`src/rtl/vga_sync_gen_if.sv`:
```
// vga_sync_gen_if: pixel fetch handshake between the timing engine and an external pixel source.
interface vga_sync_gen_if #(
  parameter int COLOR_W = 1,
  parameter int CNT_W = 10
);
  logic pix_req;
  logic [CNT_W-1:0] pix_x;
  logic [CNT_W-1:0] pix_y;
  logic [3*COLOR_W-1:0] pix_rgb;
  modport master(output pix_req, pix_x, pix_y, input pix_rgb);
  modport slave(input pix_req, pix_x, pix_y, output pix_rgb);
endinterface

```
`src/rtl/vga_sync_gen.sv`:
```
// vga_sync_gen: programmable VGA timing with pixel fetch, test patterns and registered blank-gated pins.
module vga_sync_gen #(
  parameter int COLOR_W = 1,
  parameter int PIX_DIV = 2,
  parameter int CNT_W = 10,
  parameter int H_VIS = 640,
  parameter int H_FP = 16,
  parameter int H_SYNC = 96,
  parameter int H_BP = 48,
  parameter int V_VIS = 480,
  parameter int V_FP = 10,
  parameter int V_SYNC = 2,
  parameter int V_BP = 33,
  parameter bit H_POL = 1'b0,
  parameter bit V_POL = 1'b0
) (
  input  logic clk_50mhz,
  input  logic rst,
  input  logic enable,
  input  logic [1:0] pattern_mode,
  vga_sync_gen_if.master pix,
  output logic [COLOR_W-1:0] vga_red,
  output logic [COLOR_W-1:0] vga_green,
  output logic [COLOR_W-1:0] vga_blue,
  output logic vga_hsync,
  output logic vga_vsync,
  output logic frame_start
);
  localparam int DIV_W = PIX_DIV > 1 ? $clog2(PIX_DIV) : 1;
  localparam logic [DIV_W-1:0] DIV_END = DIV_W'(PIX_DIV - 1);
  localparam logic [CNT_W-1:0] HV = CNT_W'(H_VIS);
  localparam logic [CNT_W-1:0] HS0 = CNT_W'(H_VIS + H_FP);
  localparam logic [CNT_W-1:0] HS1 = CNT_W'(H_VIS + H_FP + H_SYNC - 1);
  localparam logic [CNT_W-1:0] HT = CNT_W'(H_VIS + H_FP + H_SYNC + H_BP - 1);
  localparam logic [CNT_W-1:0] VV = CNT_W'(V_VIS);
  localparam logic [CNT_W-1:0] VS0 = CNT_W'(V_VIS + V_FP);
  localparam logic [CNT_W-1:0] VS1 = CNT_W'(V_VIS + V_FP + V_SYNC - 1);
  localparam logic [CNT_W-1:0] VT = CNT_W'(V_VIS + V_FP + V_SYNC + V_BP - 1);
  localparam logic [CNT_W-1:0] BW = CNT_W'(H_VIS / 8 - 1);
  logic [DIV_W-1:0] div_cnt;
  logic [CNT_W-1:0] h_cnt, v_cnt, bar_cnt;
  logic [2:0] bar_idx, bar_d;
  logic tick, h_end, visible, hs_act, vs_act;
  logic vis_d, hs_d, vs_d, chk_d;
  logic [3*COLOR_W-1:0] sel;
  assign tick = enable && div_cnt == DIV_END;
  assign h_end = h_cnt == HT;
  assign visible = h_cnt < HV && v_cnt < VV;
  assign hs_act = h_cnt >= HS0 && h_cnt <= HS1;
  assign vs_act = v_cnt >= VS0 && v_cnt <= VS1;
  assign pix.pix_req = tick && visible && pattern_mode == 2'd0;
  assign pix.pix_x = h_cnt;
  assign pix.pix_y = v_cnt;
  assign frame_start = tick && h_cnt == '0 && v_cnt == '0;
  assign sel = pattern_mode == 2'd0 ? pix.pix_rgb :
               pattern_mode == 2'd1 ? {{COLOR_W{bar_d[2]}}, {COLOR_W{bar_d[1]}}, {COLOR_W{bar_d[0]}}} :
               pattern_mode == 2'd2 ? {3*COLOR_W{chk_d}} : '1;
  // bar_idx tracks min(h_cnt / (H_VIS/8), 7) incrementally so no divider is needed
  always_ff @(posedge clk_50mhz or posedge rst) begin
    if (rst) begin
      div_cnt <= '0;
      h_cnt <= '0;
      v_cnt <= '0;
      bar_cnt <= '0;
      bar_idx <= '0;
      bar_d <= '0;
      vis_d <= 1'b0;
      hs_d <= 1'b0;
      vs_d <= 1'b0;
      chk_d <= 1'b0;
      vga_red <= '0;
      vga_green <= '0;
      vga_blue <= '0;
      vga_hsync <= ~H_POL;
      vga_vsync <= ~V_POL;
    end else begin
      if (enable) div_cnt <= tick ? '0 : div_cnt + DIV_W'(1);
      if (tick) begin
        h_cnt <= h_end ? '0 : h_cnt + CNT_W'(1);
        if (h_end) v_cnt <= v_cnt == VT ? '0 : v_cnt + CNT_W'(1);
        bar_cnt <= (h_end || bar_cnt == BW) ? '0 : bar_cnt + CNT_W'(1);
        if (h_end) bar_idx <= '0;
        else if (bar_cnt == BW && bar_idx != 3'd7) bar_idx <= bar_idx + 3'd1;
        vis_d <= visible;
        hs_d <= hs_act;
        vs_d <= vs_act;
        chk_d <= h_cnt[4] ^ v_cnt[4];
        bar_d <= bar_idx;
        vga_hsync <= hs_d ? H_POL : ~H_POL;
        vga_vsync <= vs_d ? V_POL : ~V_POL;
        {vga_red, vga_green, vga_blue} <= vis_d ? sel : '0;
      end
    end
  end
endmodule

```
`src/flat_wrapper.sv`:
```
// flat-port wrapper written by rule: the top's interface ports become plain ports
module vga_sync_gen_flat 
#(
  parameter int COLOR_W = 1,
  parameter int PIX_DIV = 2,
  parameter int CNT_W = 10,
  parameter int H_VIS = 640,
  parameter int H_FP = 16,
  parameter int H_SYNC = 96,
  parameter int H_BP = 48,
  parameter int V_VIS = 480,
  parameter int V_FP = 10,
  parameter int V_SYNC = 2,
  parameter int V_BP = 33,
  parameter bit H_POL = 1'b0,
  parameter bit V_POL = 1'b0
)
  (clk_50mhz, rst, enable, pattern_mode, vga_red, vga_green, vga_blue, vga_hsync, vga_vsync, frame_start, pix_pix_req, pix_pix_x, pix_pix_y, pix_pix_rgb);
  vga_sync_gen_if #(.COLOR_W(COLOR_W), .CNT_W(CNT_W)) pix_i ();
  input  logic clk_50mhz;
  input  logic rst;
  input  logic enable;
  input  logic [1:0] pattern_mode;
  output logic [COLOR_W-1:0] vga_red;
  output logic [COLOR_W-1:0] vga_green;
  output logic [COLOR_W-1:0] vga_blue;
  output logic vga_hsync;
  output logic vga_vsync;
  output logic frame_start;
  output wire logic [$bits(pix_i.pix_req)-1:0] pix_pix_req;
  output wire logic [$bits(pix_i.pix_x)-1:0] pix_pix_x;
  output wire logic [$bits(pix_i.pix_y)-1:0] pix_pix_y;
  input wire logic [$bits(pix_i.pix_rgb)-1:0] pix_pix_rgb;
  assign pix_pix_req = pix_i.pix_req;
  assign pix_pix_x = pix_i.pix_x;
  assign pix_pix_y = pix_i.pix_y;
  assign pix_i.pix_rgb = pix_pix_rgb;
  vga_sync_gen #(.COLOR_W(COLOR_W), .PIX_DIV(PIX_DIV), .CNT_W(CNT_W), .H_VIS(H_VIS), .H_FP(H_FP), .H_SYNC(H_SYNC), .H_BP(H_BP), .V_VIS(V_VIS), .V_FP(V_FP), .V_SYNC(V_SYNC), .V_BP(V_BP), .H_POL(H_POL), .V_POL(V_POL)) u_core (.clk_50mhz(clk_50mhz), .rst(rst), .enable(enable), .pattern_mode(pattern_mode), .pix(pix_i), .vga_red(vga_red), .vga_green(vga_green), .vga_blue(vga_blue), .vga_hsync(vga_hsync), .vga_vsync(vga_vsync), .frame_start(frame_start));
endmodule
```
`config.mk`:
```
export PLATFORM = sky130hd
export DESIGN_NAME = vga_sync_gen_flat
export DESIGN_NICKNAME = d
export VERILOG_FILES = /design/src/rtl/vga_sync_gen_if.sv /design/src/rtl/vga_sync_gen.sv /design/src/flat_wrapper.sv
export SDC_FILE = /design/constraint.sdc
export NUM_CORES = 1
export LEC_CHECK = 0
export ABC_AREA = 1
export CAP_MARGIN = 15
export CORE_UTILIZATION = 49
export DETAILED_ROUTE_END_ITERATION = 10
export PLACE_DENSITY = 0.73
export SETUP_SLACK_MARGIN = 0.2
export SLEW_MARGIN = 20
export SYNTH_ARGS = -nofsm -noshare
export SYNTH_HDL_FRONTEND = slang
export SYNTH_SLANG_ARGS = --single-unit
```
`constraint.sdc`:
```
create_clock -name clk_50mhz -period 1.9 [get_ports clk_50mhz]
set_input_delay 0.285 -clock clk_50mhz [delete_from_list [all_inputs] [get_ports clk_50mhz]]
set_output_delay 0.285 -clock clk_50mhz [all_outputs]
set_load 0.03 [all_outputs]
```
==> results.md, run 1 <==
- Status: complete, but fails checks
- Failing checks: negative setup slack
- Hold slack: 0.2949 ns
- 1st-pass router iterations: 4
- Crit path kind: reg2out
- Die H: 74.37 um
- EDFF count, synth: 0
- First-pass GRT wire length: 9735 um
- IO Count: 35
- Num CTS Buffers: 5
- Clk root buf: clkbuf_8
- Seq/Total Area, Yosys: 44.95%
- Worst Path Required: 1.62 ns
- Ant diodes: 0
- Area Overhead vs Synth: 29.30%
- Multiplexer share of the synthesized area: 0%
- Die area: ~0.0055 mm^2
- Pwr dens: slightly below 900 mW/mm^2
- Crit path DAT: 1.63 ns
- CTS tree: done
- Initial antenna violation count: 0
- Final wirelength: 5864 um
- Post-Syn Nets: 350
- CTS clk-pin slew, worst paths: ~0.090 ns
- Row cnt: 25
- Worst slew pin tran: 0.4355 ns
- Vias: roughly 2400
- Post-synth ARST share: 100.0%
- GP Congestion: 0.8382
- Worst slack at placement: around 0.044 ns
- Final ANT Viol Nets: 0
- Total clock sinks: 46
- Max clock buf depth: 2
- Post-Synth Simple-Gate Area: 33.93%
- Ys flop type: dfrtp_1
- Crit path max fanout: 2
- Crit path time final: 1.913 ns
- CTS H-Tree Depth: 2
- Via count normalized by instance count: 5.217
- Global route overflow: 0
- Largest family of logic cells by synthesized area: simple AND/OR/NAND/NOR gates
- Post-route clock skew: 0.004089 ns
- DRC viols: 0
- Largest net degree at the start of global routing: 29
- Setup ws final: -0.01250 ns
- Slew HR: 70.93%
- Drt first-iter violations: 206
- Critical path capture point type: output pin
- Max-cap violations: 0
- Synth top area share: 42.91%
- Post-synthesis compound-gate area fraction: 5.802%
- Ys Warns: 0
- XOR/XNOR Fraction of Synth Area: 3.754%
- Layout cells sized above 1: 16.67%
- Area contributors post-synth: dfrtp_1, nand2_1, nor2_1
- Yosys reg bits: between 40 and 50
- Syn Area/Cell: 7.683 um^2
- Cells after Synth: 334
- Synth cell types: 30
- Final period util: 100.7%
- Total track usage: 22.81%
- Wire per inst: 12.83 um
- Final setup viols: 1
- Peak VDD IR: 0.8073 mV
- Adder-cell share of the synthesized area: about 4%
- Static Leak: about 1.7 nW
- Min-delay worst type: in2async
- CORE AREA: 0.004880 mm^2
- Worst setup SP type: flip-flop
- Initial core utilization: 52.59%
- Synth Cell Area: about 0.0026 mm^2
- HPWL after DPL: ~4000 um
- Max-slew violations: 0
- RSZ-0062 raised after global routing: true
- Nets: 405
- Die Wd: 74.37 um
- FMAX: 0.5229 GHz
- Worst-skew pair later-pin latency: around 0.3 ns
- IO buf count: 34
- Vias in the first global route: 2158
- Post-CTS Hold Buffers: 0
- Final hold violations: 0
- Dominant cell type by area after synthesis: dfrtp_1
cell usage after synthesis (2+ instances only):
cell      count
a21oi_1       4
buf_2         4
clkbuf_1      4
dfrtp_1      44
dfstp_2       2
ha_1          8
inv_1        37
inv_2         2
nand2_1      90
nand2_2       2
nand3_1      23
nand4_1      19
nor2_1       42
nor2_2        2
nor3_1        8
nor3b_1       2
nor4_1        2
o21ai_0      16
o22ai_1       3
xnor2_1       4
xor2_1        7
flip-flops by register name, summed over array words and instances (netlist names), 3 cells and up:
signal,cells
u_core.pix.pix_y,10
u_core.pix.pix_x,10
u_core.bar_cnt,10
u_core.bar_d,3
u_core.bar_idx,3
power breakdown:
part / internal [mW] / switching [mW]
Sequential: 1.15 / 0.192
Clock: 0.391 / 0.346
Combinational: 0.321 / 0.514
layout by cell type, fill, tap and decap left out, types with 2 or more instances in the layout:
cell type	Yosys	final
nor2_2	2	2
o21ai_0	16	16
nor3_1	8	6
nor3_2	0	2
nor2_1	42	40
nand2_2	2	3
nand4_1	19	19
dfrtp_1	44	39
nand3_2	1	2
inv_1	37	32
xnor2_1	4	4
clkdlybuf4s50_1	0	9
dfrtp_2	0	5
nor3b_1	2	2
dlygate4sd2_1	0	19
inv_2	2	5
nand2_1	90	88
dlymetal6s2s_1	0	4
buf_4	0	22
nor2_4	0	3
clkinvlp_4	0	2
o22ai_1	3	3
ha_1	8	6
xor2_1	7	7
clkbuf_8	0	5
a21oi_1	4	4
inv_4	0	2
dfstp_2	2	2
nand3_1	23	22
repair_timing:
action,4_1_cts,5_1_grt
gates resized for setup,28,21
pin swaps,5,11
gates cloned,0,1
endpoints found under the setup margin,22,28
setup buffers,5,6
worst paths after layout:
| kind | start | end | slack (ns) | cells past startpoint |
|---|---|---|---|---|
| min in group clk_50mhz | enable | u_core.div_cnt | 0.43 | 3 |
| hold / removal | rst | u_core.vga_green | 0.29 | 2 |
| hold reg to reg | u_core.vs_d | u_core.vga_vsync | 0.43 | 1 |
| setup / recovery | u_core.pix.pix_y[1] | frame_start | -0.01 | 7 |
| setup reg to reg | u_core.pix.pix_x[0] | u_core.pix.pix_y[3] | 0.25 | 9 |
| max in group asynchronous | rst | u_core.pix.pix_x[9] | 1.10 | 3 |
layer usage:
layer | global-route usage, % | vias to the layer above | routed length, um
li1 | - | 1197 | -
met1 | 32.61 | 1108 | 2728
met2 | 34.33 | 66 | 2690
met3 | 4.607 | 13 | 317
met4 | 8.176 | 0 | 127
met5 | 0 | - | 0
through the flow:
| stage | instances | area, um^2 | TNS, ns | total power [mW] | utilization (%) |
|---|---|---|---|---|---|
| floorplan | 334 | 2574 | 0 | 1.882 | - |
| global placement | 437 | 3038 | 0 | 2.178 | 62.26 |
| detailed placement | 437 | 3038 | 0 | 2.192 | 62.26 |
| CTS | 450 | 3193 | 0 | 2.910 | 65.44 |
| global route | 457 | 3318 | -0.1242 | 3.106 | 68.00 |
| finish | 457 | 3318 | -0.01250 | 2.909 | 68.00 |
layout make-up:
class	instances	area [um^2]
Fill cell	426	1562
Tap cell	67	83.83
Clock inverter	3	45.04
Timing Repair Buffer	56	503.0
Inverter	39	151.4
Sequential cell	46	1160
Multi-Input combinational cell	241	1306
Clock buffer	5	68.82
critical path, cell delays in order (launching register included):
cell and delay (ns):
dfrtp_1 0.40, inv_2 0.09, ha_4 0.15, inv_4 0.04, nor4_4 0.20, nand4_1 0.17
nor2_4 0.14, buf_6 0.13
logic make-up (layout without fill, tap and decap cells):
family | Yosys count | count (layout)
and+or+nand+nor | 194 | 195
DFF | 46 | 46
xor gates and xnor gates | 11 | 11
adders and majority gates | 8 | 8
AOI/OAI and AO/OA | 27 | 27
buffers and inverters | 48 | 103
Power figures use the tool's default switching activity.
==> run 2: changes to the inputs <==
--- a/config.mk
+++ b/config.mk
@@ -7,9 +7,11 @@
 export LEC_CHECK = 0
 export ABC_AREA = 1
 export CAP_MARGIN = 15
-export CORE_UTILIZATION = 49
+export CELL_PAD_IN_SITES_DETAIL_PLACEMENT = 0
+export CELL_PAD_IN_SITES_GLOBAL_PLACEMENT = 1
+export CORE_UTILIZATION = 40
 export DETAILED_ROUTE_END_ITERATION = 10
-export PLACE_DENSITY = 0.73
+export PLACE_DENSITY = 0.82
 export SETUP_SLACK_MARGIN = 0.2
 export SLEW_MARGIN = 20
 export SYNTH_ARGS = -nofsm -noshare
==> constraint.sdc (replaced) <==
create_clock -name clk_50mhz -period 1.9 [get_ports clk_50mhz]
set_input_delay 0.285 -clock clk_50mhz [delete_from_list [all_inputs] [get_ports clk_50mhz]]
set_output_delay 0.285 -clock clk_50mhz [all_outputs]
set_load 0.01 [all_outputs]
==> run 2 against run 1 <==
Net effect: non-clock buffer count up 15; clock power up 3.3%; critical path type unchanged; power up 1.7%; register-to-register slack about the same; the run now ends clean; hold slack worse by 0.13 ns.
==> results.md, run 2 (synthesis gave the netlist of run 1 again) <==
- Post-route clock skew: 0.004936 ns (was 0.004089 ns)
- Worst slew pin tran: 0.3757 ns (was 0.4355 ns)
- Crit path depth: 5 (was 7)
- Buf/Inv on CP: 2 (was 3)
- Most frequent cells in the layout: nand2_1, dfrtp_1, nor2_1 (was nand2_1, nor2_1, dfrtp_1)
- Via count normalized by instance count: 4.998 (was 5.217)
- Nets: 420 (was 405)
- Die H: 82.10 um (was 74.37 um)
- Worst slack at placement: -0.2315 ns (was 0.04384 ns)
- Critical path capture point type: output pin (unchanged)
- IO buf count: 34 (unchanged)
- Worst-skew pair later-pin latency: 0.31 ns (was 0.30 ns)
- Combinational group share of total power: 30.8% (was 28.7%)
- Die area: 0.006740 mm^2 (was 0.005531 mm^2)
- Ant diodes: 0 (unchanged)
- Vias: 2399 (was 2384)
- Sequential fraction of design power: 43.5% (was 46.0%)
- Filler cells: 575 (was 426)
- Crit path time final: 1.748 ns (was 1.913 ns)
- Crit path max-delay family: flip-flops (was simple AND/OR/NAND/NOR gates)
- Drt first-iter violations: 91 (was 206)
- Largest stage delay on the critical path: 0.43 ns (was 0.40 ns)
- Crit path kind: reg2out (unchanged)
- Global route overflow: 0 (unchanged)
- 1st-pass router iterations: 4 (unchanged)
- Final hold violations: 0 (unchanged)
- Crit path DAT: 1.46 ns (was 1.63 ns)
- CP max-delay cell: dfrtp_1 (unchanged)
- Slew HR: 74.74% (was 70.93%)
- Worst Path Required: 1.62 ns (about the same)
- Grt met3 use: 3.626% (was 4.607%)
- Crit path max fanout: 3 (was 2)
- Max-slew violations: 0 (unchanged)
- Status: finished, final reports clean (was complete, but fails checks)
- Final wirelength: 6284 um (was 5864 um)
- Switching Share: 33.25% (was 36.14%)
- Setup ws final: 0.1521 ns (was -0.01250 ns)
- Peak VDD IR: 0.5814 mV (was 0.8073 mV)
- Total track usage: 20.65% (was 22.81%)
- Layout cells sized above 1: 19.01% (was 16.67%)
- Largest net degree at the start of global routing: 33 (was 29)
- GRT met1 Usage: 28.90% (was 32.61%)
- Pwr dens: 854.6 mW/mm^2 (was 876.8 mW/mm^2)
- Power share of the clock group: 25.7% (was 25.3%)
- GR peak layer: met2 (unchanged)
- R2r worst-path depth: 9 (unchanged)
- Hold slack: 0.1669 ns (was 0.2949 ns)
- IO Count: 35 (unchanged)
- CORE AREA: 0.006061 mm^2 (was 0.004880 mm^2)
- Switching pwr: 0.9839 mW (was 1.051 mW)
- Final setup viols: 0 (was 1)
- Die Wd: 82.10 um (was 74.37 um)
- Wire per inst: 13.09 um (was 12.83 um)
- RSZ-0062 raised after global routing: true (unchanged)
- HPWL after DPL: 4529 um (was 4020 um)
- Post-CTS Hold Buffers: 0 (unchanged)
- Total clock sinks: 46 (unchanged)
- Area Overhead vs Synth: 34.91% (was 29.30%)
- Clk root buf: clkbuf_8 (unchanged)
- Initial antenna violation count: 0 (unchanged)
- Max clock buf depth: 2 (unchanged)
- Most common cell after layout, fill and taps aside: nand2_1 (unchanged)
- Static Leak: 1.821 nW (was 1.712 nW)
- Row cnt: 28 (was 25)
- Final ANT Viol Nets: 0 (unchanged)
- Global-route track usage on met2: 32.81% (was 34.33%)
- Max-cap violations: 0 (unchanged)
- GP Congestion: 0.8320 (was 0.8382)
- DRC viols: 0 (unchanged)
- Internal cell power: 1.975 mW (was 1.858 mW)
- FMAX: 0.5721 GHz (was 0.5229 GHz)
- Num CTS Buffers: 5 (unchanged)
- CTS H-Tree Depth: 2 (unchanged)
- Initial core utilization: 42.34% (was 52.59%)
- Cell Chain, Critical Path: buf_4, nor4_2, nand4_1, nor2_1, buf_2 (was inv_2, ha_4, inv_4, nor4_4, nand4_1, nor2_4, buf_6)
- CTS clk-pin slew, worst paths: 0.10 ns (was 0.09 ns)
- First-pass GRT wire length: 10600 um (was 9735 um)
- Final period util: 92.00% (was 100.7%)
- CTS tree: done (unchanged)
- Vias in the first global route: 2210 (was 2158)
- Min-delay worst type: in2async (unchanged)
- Worst setup SP type: flip-flop (unchanged)
-- run 2: through the flow --
stage          power, mW  TNS [ns]  instance area [um^2]  util [%]  cells
6_report           2.959         0                  3462     57.12    480
5_1_grt            3.145         0                  3462     57.12    480
4_1_cts            2.942         0                  3313     54.67    471
3_5_place_dp       2.172   -0.4491                  3178     52.44    461
3_3_place_gp       2.158   -0.4181                  3178     52.44    461
2_1_floorplan      1.750         0                  2566         -    334
-- run 2: layout make-up --
class                   count  area (um^2)  area share (%)
clock buffers               5        68.82           1.988
clock inverters             3        45.04           1.301
inverters                  39        148.9           4.301
multi-input cells         241         1294           37.37
flip-flops and latches     46         1155           33.36
well taps                  75        93.84           2.711
repair buffers             71        656.9           18.97
-- run 2: path summary, 6_finish.rpt --
| check | slack (ns) | start | to |
|---|---|---|---|
| max in group asynchronous | 1.28 | rst | u_core.vga_hsync |
| setup reg to reg | 0.25 | u_core.pix.pix_x[0] | u_core.pix.pix_y[3] |
| hold reg to reg | 0.43 | u_core.vs_d | u_core.vga_vsync |
| min in group clk_50mhz | 0.43 | u_core.vs_d | u_core.vga_vsync |
| hold / removal | 0.17 | rst | u_core.div_cnt |
| setup / recovery | 0.15 | u_core.pix.pix_x[8] | frame_start |
-- run 2: power by group through the flow --
stage / Clock (mW) / Sequential [mW] / Combinational [mW]
final: 0.761 / 1.29 / 0.912
after global routing: 0.819 / 1.31 / 1.01
after CTS: 0.773 / 1.28 / 0.887
after detailed placement: 0 / 1.30 / 0.875
after global placement: 0 / 1.29 / 0.867
after floorplan: 0 / 1.33 / 0.420
-- run 2: what timing repair did --
action | 4_1_cts | 5_1_grt
pin swaps | 6 | 11
cloned | 0 | 1
gates resized for setup | 12 | 28
setup endpoints to repair | 6 | 28
setup buffers | 2 | 8
-- run 2: worst register-to-register path, delay by kind of cell, from the launching register on --
kind                       cells  cell delay, ns
AOI/OAI and AO/OA              1            0.10
and+or+nand+nor                5            0.65
DFF                            1            0.37
adders and majority gates      1            0.15
buffers and inverters          2            0.31
-- run 2: per-layer routing --
layer / wire length [um] / part of all wire, %
met1: 3154 / 50
met5: 0 / 0
met4: 80 / 1.3
met2: 2854 / 45
met3: 195 / 3.1
==> run 3: changes to the inputs <==
--- a/config.mk
+++ b/config.mk
@@ -17,3 +17,4 @@
 export SYNTH_ARGS = -nofsm -noshare
 export SYNTH_HDL_FRONTEND = slang
 export SYNTH_SLANG_ARGS = --single-unit
+export TNS_END_PERCENT = 20
==> run 3 against run 2 <==
Net effect: critical path type unchanged; hold slack about the same; global-route usage is essentially flat; register-to-register slack about the same; setup slack better by 0.013 ns; critical endpoint unchanged; sequential power hardly changed; clock skew fell by 0.00080 ns; critical path depth is the same.
==> results.md, run 3 (synthesis gave the netlist of run 1 again) <==
- Status: finished, final reports clean (unchanged)
- Initial antenna violation count: 0 (unchanged)
- Worst-skew pair later-pin latency: 0.31 ns (about the same)
- Final setup viols: 0 (unchanged)
- R2r startpoint: u_core.pix.pix_x[1] (was u_core.pix.pix_x[0])
- Die H: 82.10 um (unchanged)
- Final hold violations: 0 (unchanged)
- Static Leak: 1.703 nW (was 1.821 nW)
- Vias in the first global route: 2214 (was 2210)
- Clk root buf: clkbuf_8 (unchanged)
- CORE AREA: 0.006061 mm^2 (unchanged)
- Largest net degree at the start of global routing: 33 (unchanged)
- Total clock sinks: 46 (unchanged)
- Ant diodes: 0 (unchanged)
- Final wirelength: 6204 um (was 6284 um)
- Max-cap violations: 0 (unchanged)
- Peak VDD IR: 0.6523 mV (was 0.5814 mV)
- Initial core utilization: 42.34% (unchanged)
- Most frequent cells in the layout: nand2_1, dfrtp_1, nor2_1 (unchanged)
- CTS tree: done (unchanged)
- Drt first-iter violations: 79 (was 91)
- CTS H-Tree Depth: 2 (unchanged)
- Crit path max fanout: 3 (unchanged)
- Worst Path Required: 1.62 ns (about the same)
- CTS clk-pin slew, worst paths: 0.09 ns (was 0.10 ns)
- IO Count: 35 (unchanged)
- 1st-pass router iterations: 4 (unchanged)
- RSZ-0062 raised after global routing: true (unchanged)
- Final ANT Viol Nets: 0 (unchanged)
- Max clock buf depth: 2 (unchanged)
- DP Area: 0.003178 mm^2 (unchanged)
- Global route overflow: 0 (unchanged)
- Vias: 2373 (was 2399)
- Layout cells sized above 1: 17.66% (was 19.01%)
- Post-route clock skew: 0.004136 ns (was 0.004936 ns)
- HPWL after DPL: 4529 um (unchanged)
- R2r endpoint: u_core.pix.pix_y[3] (unchanged)
- Pwr Total: 2.997 mW (was 2.959 mW)
- DRC viols: 0 (unchanged)
- Critical path capture point type: output pin (unchanged)
- Num CTS Buffers: 5 (unchanged)
- Worst slew pin tran: 0.3756 ns (was 0.3757 ns)
- Power share of the clock group: 25.4% (was 25.7%)
- Worst setup SP type: flip-flop (unchanged)
- Max-slew violations: 0 (unchanged)
- R2r worst-path depth: 9 (unchanged)
- Total track usage: 20.63% (was 20.65%)
- Filler cells: 576 (was 575)
- Crit path time final: 1.735 ns (was 1.748 ns)
- Most common cell after layout, fill and taps aside: nand2_1 (unchanged)
- Final period util: 91.30% (was 92.00%)
- Switching Share: 33.21% (was 33.25%)
- Via count normalized by instance count: 4.975 (was 4.998)
- Crit path kind: reg2out (unchanged)
- First-pass GRT wire length: 10600 um (unchanged)
- Row cnt: 28 (unchanged)
- Slew HR: 74.74% (about the same)
- Nets: 417 (was 420)
- Die area: 0.006740 mm^2 (unchanged)
- Switching pwr: 0.9954 mW (was 0.9839 mW)
- Min-delay worst type: in2async (unchanged)
- Sequential fraction of design power: 42.9% (was 43.5%)
- Pwr dens: 875.2 mW/mm^2 (was 854.6 mW/mm^2)
- Combinational group share of total power: 31.6% (was 30.8%)
- GP Congestion: 0.8320 (unchanged)
- Die Wd: 82.10 um (unchanged)
- Post-route cell area: 0.003425 mm^2 (was 0.003462 mm^2)
- Setup TNS: 0 ns (unchanged)
- Crit path DAT: 1.45 ns (was 1.46 ns)
- Wire per inst: 13.01 um (was 13.09 um)
- Internal cell power: 2.002 mW (was 1.975 mW)
- IO buf count: 34 (unchanged)
- FMAX: 0.5765 GHz (was 0.5721 GHz)
- Area Overhead vs Synth: 33.45% (was 34.91%)
- Reg-to-reg slack, setup: 0.26 ns (was 0.25 ns)
run 3: area by class of cell:
cell class	count	area, um^2	area share [%]
multi-input cells	241	1296	37.85
repair buffers	68	618.1	18.05
clock buffers	5	68.82	2.010
flip-flops and latches	46	1154	33.69
well taps	75	93.84	2.740
inverters	39	148.9	4.348
clock inverters	3	45.04	1.315
run 3: worst max path at each step:
stage	from	end	slack, ns	depth (start not counted)
final	u_core.pix.pix_x[8]	frame_start	0.17	5
after detailed placement	enable	frame_start	-0.23	6
after global routing	u_core.pix.pix_y[1]	frame_start	0.09	7
after global placement	enable	frame_start	-0.22	6
after CTS	u_core.pix.pix_y[1]	frame_start	0.05	7
after floorplan	u_core.pix.pix_y[0]	frame_start	0.42	6
run 3: power groups by stage:
stage	combinational, mW	clock (mW)	sequential (mW)
6_report	0.948	0.762	1.29
5_1_grt	1.05	0.819	1.31
4_1_cts	0.881	0.773	1.28
3_5_place_dp	0.875	0	1.30
3_3_place_gp	0.867	0	1.29
2_1_floorplan	0.420	0	1.33
run 3: through the flow:
step / hold slack, ns / std cells / utilization [%] / setup slack [ns]
6_report: 0.1665 / 477 / 56.50 / 0.1654
5_1_grt: 0.1677 / 477 / 56.50 / 0.09221
4_1_cts: 0.1588 / 470 / 54.44 / 0.04791
3_5_place_dp: 0.4190 / 461 / 52.44 / -0.2315
3_3_place_gp: 0.4146 / 461 / 52.44 / -0.2224
2_1_floorplan: 0.4058 / 334 / - / 0.4180
run 3: routing by layer:
layer  global-route usage [%]  share of wire [%]
met5                        0                  0
met4                    5.614                1.4
met3                    3.626                3.4
met2                    32.81                 45
met1                    28.83                 50
run 3: what timing repair did:
item	4_1_cts	5_1_grt
buffers inserted	1	6
cloned	0	1
hold buffers	0	0
pin swaps	3	7
resized for setup	7	22
setup endpoints to repair	6	33
run 3: critical path, cell delays in order (launching register included):
cell and delay (ns):
dfrtp_1 0.42, buf_4 0.15, nor4_2 0.21, nand4_1 0.10
nor2_1 0.11, buf_2 0.14
